**src/rtl/sharp_update_scheduler.sv**
```systemverilog
// sharp_update_scheduler: dirty-line tracker and command sequencer for the LS013B7DH01 memory-LCD driver.
// Optional multi-line bursts are enabled by defining SHARP_SCHED_MULTILINE_EN.
module sharp_update_scheduler #(
    parameter int NUM_LINES = 168,
    parameter int VCOM_DIV  = 12000000,
    parameter int MAX_BURST = 8
) (
    input  logic       clk_12mhz,
    input  logic       rst_n,
    input  logic       mark_valid,
    input  logic [7:0] mark_line,
    input  logic       mark_all,
    input  logic       clear_req,
    output logic       cmd_valid,
    input  logic       cmd_ready,
    output logic [1:0] cmd_type,
    output logic [7:0] cmd_line,
    output logic [7:0] cmd_count,
    output logic       cmd_vcom,
    output logic       vcom,
    output logic       busy
);
    localparam logic [1:0] IDLE  = 2'd0;
    localparam logic [1:0] SCAN  = 2'd1;
    localparam logic [1:0] ISSUE = 2'd3;
`ifdef SHARP_SCHED_MULTILINE_EN
    localparam logic [1:0] EXTEND = 2'd2;
`endif
    localparam logic [1:0] TYPE_VCOM  = 2'b00;
    localparam logic [1:0] TYPE_WRITE = 2'b01;
    localparam logic [1:0] TYPE_CLEAR = 2'b10;
    localparam int CW = $clog2(VCOM_DIV);
    localparam logic [CW-1:0] VCOM_LAST = CW'(VCOM_DIV - 1);
    localparam logic [7:0] LAST_LINE = 8'(NUM_LINES - 1);

    if (VCOM_DIV < 4 || MAX_BURST < 1) begin : g_bad_params
        $error("sharp_update_scheduler: VCOM_DIV must be >= 4 and MAX_BURST >= 1");
    end

    logic [1:0]           state, stateNext;
    logic [NUM_LINES-1:0] dirty, dirtyNext;
    logic [7:0]           ptr, ptrNext;
    logic [CW-1:0]        vcomCnt;
    logic                 clearPending, vcomPending, toggledSinceLoad;
    logic                 vcomWrap, accept, anyDirty, load;
    logic [1:0]           loadType;
    logic [7:0]           loadLine, loadCount;
    logic [8:0]           lastPlusOne;
`ifdef SHARP_SCHED_MULTILINE_EN
    logic [7:0]           runLen, runLenNext;
    logic [8:0]           extIdx;
    logic                 extHit;
    assign extIdx = 9'(ptr) + 9'(runLen);
    // lines past the panel end read as clean, so a burst never wraps
    assign extHit = runLen < 8'(MAX_BURST) && extIdx < 9'(NUM_LINES) && dirty[extIdx[7:0]];
`endif

    assign vcomWrap    = vcomCnt == VCOM_LAST;
    assign accept      = cmd_valid && cmd_ready;
    assign anyDirty    = |dirty;
    assign busy        = anyDirty || clearPending || vcomPending || cmd_valid;
    assign lastPlusOne = 9'(cmd_line) + 9'(cmd_count) - 9'd1;

    // Bitmap update: accepted writes clear their lines, then marks set bits so a mark always wins
    always_comb begin
        dirtyNext = dirty;
        if (accept && cmd_type == TYPE_WRITE)
            for (int i = 0; i < NUM_LINES; i++)
                if (i + 1 >= int'(cmd_line) && i + 1 < int'(cmd_line) + int'(cmd_count)) dirtyNext[i] = 1'b0;
        if (mark_all) dirtyNext = '1;
        if (mark_valid && mark_line < 8'(NUM_LINES)) dirtyNext[mark_line] = 1'b1;
    end

    // Scheduler decisions: which command to load next and where the scan pointer goes
    always_comb begin
        stateNext = state;
        ptrNext   = ptr;
        load      = 1'b0;
        loadType  = TYPE_VCOM;
        loadLine  = 8'd0;
        loadCount = 8'd0;
`ifdef SHARP_SCHED_MULTILINE_EN
        runLenNext = runLen;
`endif
        case (state)
            IDLE: begin
                if (clearPending) begin
                    load     = 1'b1;
                    loadType = TYPE_CLEAR;
                end else if (anyDirty) begin
                    stateNext = SCAN;
                end else if (vcomPending) begin
                    load = 1'b1;
                end
            end
            SCAN: begin
                if (clearPending) begin
                    load     = 1'b1;
                    loadType = TYPE_CLEAR;
                end else if (!anyDirty) begin
                    stateNext = IDLE;
                end else if (dirty[ptr]) begin
`ifdef SHARP_SCHED_MULTILINE_EN
                    runLenNext = 8'd1;
                    stateNext  = EXTEND;
`else
                    load      = 1'b1;
                    loadType  = TYPE_WRITE;
                    loadLine  = ptr + 8'd1;
                    loadCount = 8'd1;
`endif
                end else begin
                    ptrNext = ptr == LAST_LINE ? 8'd0 : ptr + 8'd1;
                end
            end
`ifdef SHARP_SCHED_MULTILINE_EN
            EXTEND: begin
                if (extHit) begin
                    runLenNext = runLen + 8'd1;
                end else begin
                    load      = 1'b1;
                    loadType  = TYPE_WRITE;
                    loadLine  = ptr + 8'd1;
                    loadCount = runLen;
                end
            end
`endif
            ISSUE: begin
                if (accept) begin
                    stateNext = IDLE;
                    if (cmd_type == TYPE_WRITE)
                        ptrNext = lastPlusOne >= 9'(NUM_LINES) ? 8'd0 : lastPlusOne[7:0];
                end
            end
            default: stateNext = IDLE;
        endcase
        if (load) stateNext = ISSUE;
    end

    // Free-running VCOM divider; polarity flips on every wrap
    always_ff @(posedge clk_12mhz or negedge rst_n) begin
        if (!rst_n) begin
            vcomCnt <= '0;
            vcom    <= 1'b0;
        end else begin
            vcomCnt <= vcomWrap ? '0 : vcomCnt + 1'b1;
            vcom    <= vcomWrap ? ~vcom : vcom;
        end
    end

    // Pending work: new requests win over same-cycle acceptance
    always_ff @(posedge clk_12mhz or negedge rst_n) begin
        if (!rst_n) begin
            dirty            <= '0;
            clearPending     <= 1'b0;
            vcomPending      <= 1'b0;
            toggledSinceLoad <= 1'b0;
        end else begin
            dirty            <= dirtyNext;
            clearPending     <= clear_req ? 1'b1 : (accept && cmd_type == TYPE_CLEAR) ? 1'b0 : clearPending;
            vcomPending      <= vcomWrap ? 1'b1 : (accept && !toggledSinceLoad) ? 1'b0 : vcomPending;
            toggledSinceLoad <= load ? vcomWrap : (vcomWrap || toggledSinceLoad);
        end
    end

    // FSM state, scan pointer and the command register held stable until accepted
    always_ff @(posedge clk_12mhz or negedge rst_n) begin
        if (!rst_n) begin
            state     <= IDLE;
            ptr       <= 8'd0;
            cmd_valid <= 1'b0;
            cmd_type  <= TYPE_VCOM;
            cmd_line  <= 8'd0;
            cmd_count <= 8'd0;
            cmd_vcom  <= 1'b0;
`ifdef SHARP_SCHED_MULTILINE_EN
            runLen    <= 8'd0;
`endif
        end else begin
            state <= stateNext;
            ptr   <= ptrNext;
`ifdef SHARP_SCHED_MULTILINE_EN
            runLen <= runLenNext;
`endif
            if (load) begin
                cmd_valid <= 1'b1;
                cmd_type  <= loadType;
                cmd_line  <= loadLine;
                cmd_count <= loadCount;
                cmd_vcom  <= vcom;
            end else if (accept) begin
                cmd_valid <= 1'b0;
            end
        end
    end
endmodule

```
**config.mk**
```make
export PLATFORM = sky130hd
export DESIGN_NAME = sharp_update_scheduler
export DESIGN_NICKNAME = d
export VERILOG_FILES = /design/src/rtl/sharp_update_scheduler.sv
export SDC_FILE = /design/constraint.sdc
export NUM_CORES = 1
export LEC_CHECK = 0
export BUFFER_PORTS_ARGS = -buffer_cell sky130_fd_sc_hd__buf_2
export CAP_MARGIN = 20
export CORE_MARGIN = 1.5
export CORE_UTILIZATION = 30
export CTS_CLUSTER_DIAMETER = 150
export CTS_CLUSTER_SIZE = 12
export DETAILED_ROUTE_END_ITERATION = 10
export PLACE_DENSITY = 0.44
export REMOVE_ABC_BUFFERS = 1
export SETUP_SLACK_MARGIN = 0.4
export SYNTH_ARGS = -nofsm -noshare
export SYNTH_HDL_FRONTEND = slang
export SYNTH_SLANG_ARGS = --single-unit
```
**constraint.sdc**
```tcl
create_clock -name clk_12mhz -period 8.65 [get_ports clk_12mhz]
set_input_delay 1.2975 -clock clk_12mhz [delete_from_list [all_inputs] [get_ports clk_12mhz]]
set_output_delay 1.2975 -clock clk_12mhz [all_outputs]
set_load 0.01 [all_outputs]
```
==> impl_metrics.toml <==
[logic_synthesis]
avgSynthCellArea_um2 = 9.635
synth_cell_types = 86
synth-simple-area-share = 0.1666
synthCells = 1488
synth_top_family_by_area = "compound AO/OA/AOI/OAI gates"
muxShareOfSynthArea = 0.07880
synth_edf_count = 0
synth-compound-area-share = 0.2890
yosysMostFrequentCell = "dfrtp_1"
synth_flop_cell = "dfrtp_1"
synth_area_leader_cell = "dfrtp_1"
synth_top_area_frac = 0.3822
synth_area_um2 = 14340
ys_top_cells_by_area = "dfrtp_1 (38%), a221o_1 (11%), mux4_2 (4.6%), o221ai_1 (3.9%), o21ai_0 (3.4%)"
synth-xor-area-share = 0.02688
synth_commonest_cells = "dfrtp_1 (219), a221o_1 (163), nor2_1 (128)"
ys_warn_count = 0
synth-adder-area-share = 0.005236
ys_ff_latch = 219
async_flop_share = 1.000
ys_seq_area_frac = 0.3822

[power_and_ir_drop]
leakage_nw = 4.893
combPwrFrac = 0.337
p_per_area_nw_per_um2 = 193.7
p_switching_mw = 1.259
switching_share = 0.4092
intPower_mw = 1.817
ir_drop_mv = 0.1484
power_frac_seq = 0.370
clockPowerShare = 0.293

[floorplanning]
die_y_um = 221.6
io_pins = 36
fp.dieArea_um2 = 49110
dieWidth_um = 221.6
initial_core_util = 0.3060
core_area_um2 = 46850
rows = 79

[critical_path]
crit_top_cell = "nor4_1"
cp_data_required_time_ns = 7.35
worst_path_max_delay_cell = "nor4_1"
critPathCaptureType = "output pin"
cpPeakStageDelay_ns = 0.88
r2r_start = "cmd_line[0]$_DFFE_PN0P_"
arrival_ns = 4.04
path_class = "flip-flop to output pin"
cp_cell_sequence = "nor4_1, nand4_1, nor4_1, buf_4, nand3_1, or4_1, buf_2"
crit_fanout = 3
start_kind = "flip-flop"
worstSetupStartpoint = "dirty[9]$_DFF_PN0_"

[detailed_routing]
route.detailed.drc = 0
wl_um = 81560
drt-initial-drc-count = 2018
wire_per_inst_um = 39.12
drtPass1Iterations = 6
num_vias = 14629
ant_nets = 0
via_per_inst = 7.016

[job]
cap_violations = 0

[global_routing]
grt-ovfl-total = 0
antenna_found_initial = 5
grt_first_pass_wirelength_um = 114700
grt_max_degree = 116
track_usage = 0.3264
grt_pass1_vias = 14151

[cts]
clkLatencyLatePin_ns = 0.56
cts_num_sinks = 219
ctsResizeCount = 0
cts_buffers = 22
root_buffer = "clkbuf_16"
ctsHoldBuffers = 0
cts_setup_buffers = 0
ctsHtreeMaxLevel = 1
cts_tree = "yes"
path_clk_slew_ns = 0.07
cts_max_path_buffers = 3

[min_path]
holdCritPathClass = "flip-flop to flip-flop"
hold_start = "vcomCnt[0]$_DFF_PN0_"

[placed_design]
port_buffers = 28
hpwl_um = 59180
routabilityCongestion = 1.042

[timing]
finalSetupViolations = 0
finalHoldViolCount = 0
max_slew_margin = 0.1596
fin_skew_ns = 0.02107
worst_pin_slew_ns = 1.261
period_minus_slack_ns = 5.334
final.period_utilization = 0.6167
setup_tns_ns = 0
timing.hold.ws_ns = 0.4871
finalMaxSlewViolations = 0
max_freq_mhz = 187.5
rsz0062_at_grt = "false"

[cells_and_area]
drive_gt1_frac = 0.1401
area_delta_synth_final_pct = 10.74
nets = 1496
n_antenna_cell = 0
fillCellCount = 4870

[outcome]
status = "finished clean"
==> power by group through the flow <==
stage	combinational [mW]	sequential [mW]	clock (mW)
floorplan	0.500	1.18	0
global placement	1.01	1.15	0
detailed placement	0.997	1.16	0
CTS	1.00	1.14	0.925
global route	1.07	1.14	0.953
finish	1.04	1.14	0.903
==> worst paths after layout <==
check / to / slack (ns) / depth (start not counted)
hold reg to reg: vcomCnt[0]$_DFF_PN0_ / 0.49 / 1
hold / removal: vcomCnt[0]$_DFF_PN0_ / 0.49 / 1
setup / recovery: busy / 3.32 / 7
min in group asynchronous: dirty[93]$_DFF_PN0_ / 0.75 / 1
max in group asynchronous: dirty[42]$_DFF_PN0_ / 6.73 / 2
setup reg to reg: dirty[129]$_DFF_PN0_ / 4.24 / 8
==> metal layers <==
| layer | vias to the layer above | routed length [µm] | track usage |
|---|---|---|---|
| li1 | 5921 | - | - |
| met1 | 7471 | 33730 | 0.4344 |
| met2 | 965 | 34840 | 0.4861 |
| met3 | 268 | 7081 | 0.06891 |
| met4 | 4 | 5879 | 0.1966 |
| met5 | - | 27 | 0 |
==> per-stage QoR <==
| stage | utilization | instances | power [mW] | instance area [µm²] | setup WS, ns |
|---|---|---|---|---|---|
| after global placement | 0.3239 | 2049 | 2.163 | 15170 | 3.861 |
| after global routing | 0.3389 | 2085 | 3.165 | 15880 | 3.267 |
| after CTS | 0.3383 | 2082 | 3.062 | 15850 | 3.484 |
| after detailed placement | 0.3256 | 2056 | 2.153 | 15260 | 4.074 |
| after floorplan | - | 1363 | 1.684 | 13720 | 4.563 |
| final | 0.3389 | 2085 | 3.076 | 15880 | 3.316 |
==> worst max-delay path: cells and delay by family (launching register included) <==
family,cells,cell delay (ns)
buf+inv,2,0.44
simple gates,5,2.62
flops,1,0.41
==> registers in the layout, indices dropped and copies added (netlist names) <==
name / cells
cmd_line: 8
vcomCnt: 24
vcom: 1
state: 2
cmd_count: 1
cmd_vcom: 1
cmd_type: 2
vcomPending: 1
dirty: 168
toggledSinceLoad: 1
ptr: 8
cmd_valid: 1
clearPending: 1
==> cell type report <==
cell class | instances | area [µm²] | area share
Clock buffer | 25 | 583.1 | 0.03672
Clock inverter | 1 | 11.26 | 0.0007092
Inverter | 25 | 93.84 | 0.005910
Multi-Input combinational cell | 1119 | 8289 | 0.5221
Sequential cell | 219 | 5483 | 0.3453
Tap cell | 607 | 759.5 | 0.04783
Timing Repair Buffer | 89 | 658.1 | 0.04145
==> layout by cell type, fill, tap and decap left out, types with 7 or more instances in the layout <==
cell       netlist  layout
a21oi_1         50      50
a221o_1        163     163
a22oi_1          7       7
and3_1          13      13
buf_2           22      29
buf_4            7      54
clkbuf_16        0      23
conb_1           1       7
dfrtp_1        219     217
inv_1           20      20
mux2_2           7       7
mux4_1          11      11
mux4_2          29      29
nand2_1        120     120
nand2b_1        15      15
nand3_1         39      39
nand4_1         30      30
nor2_1         128     122
nor2_2           2       8
nor3_1          42      33
nor4_1          56      51
o211ai_1        59      59
o21ai_0         96      95
o221ai_1        64      64
o22ai_2          9       9
or3_1            7       7
xnor2_1         31      31
xor2_1          13      13
==> kinds of logic (layout without fill, tap and decap cells) <==
logic type / after synthesis / count (layout)
AND/OR/NAND/NOR: 490 / 490
other: 1 / 7
XOR/XNOR: 44 / 44
flip-flops: 219 / 219
multiplexers: 57 / 57
AO/OA/AOI/OAI: 515 / 515
adder cells (fa/ha/maj): 6 / 6
buffers and inverters: 156 / 140
Note: power is estimated with default switching activity, not from simulation.
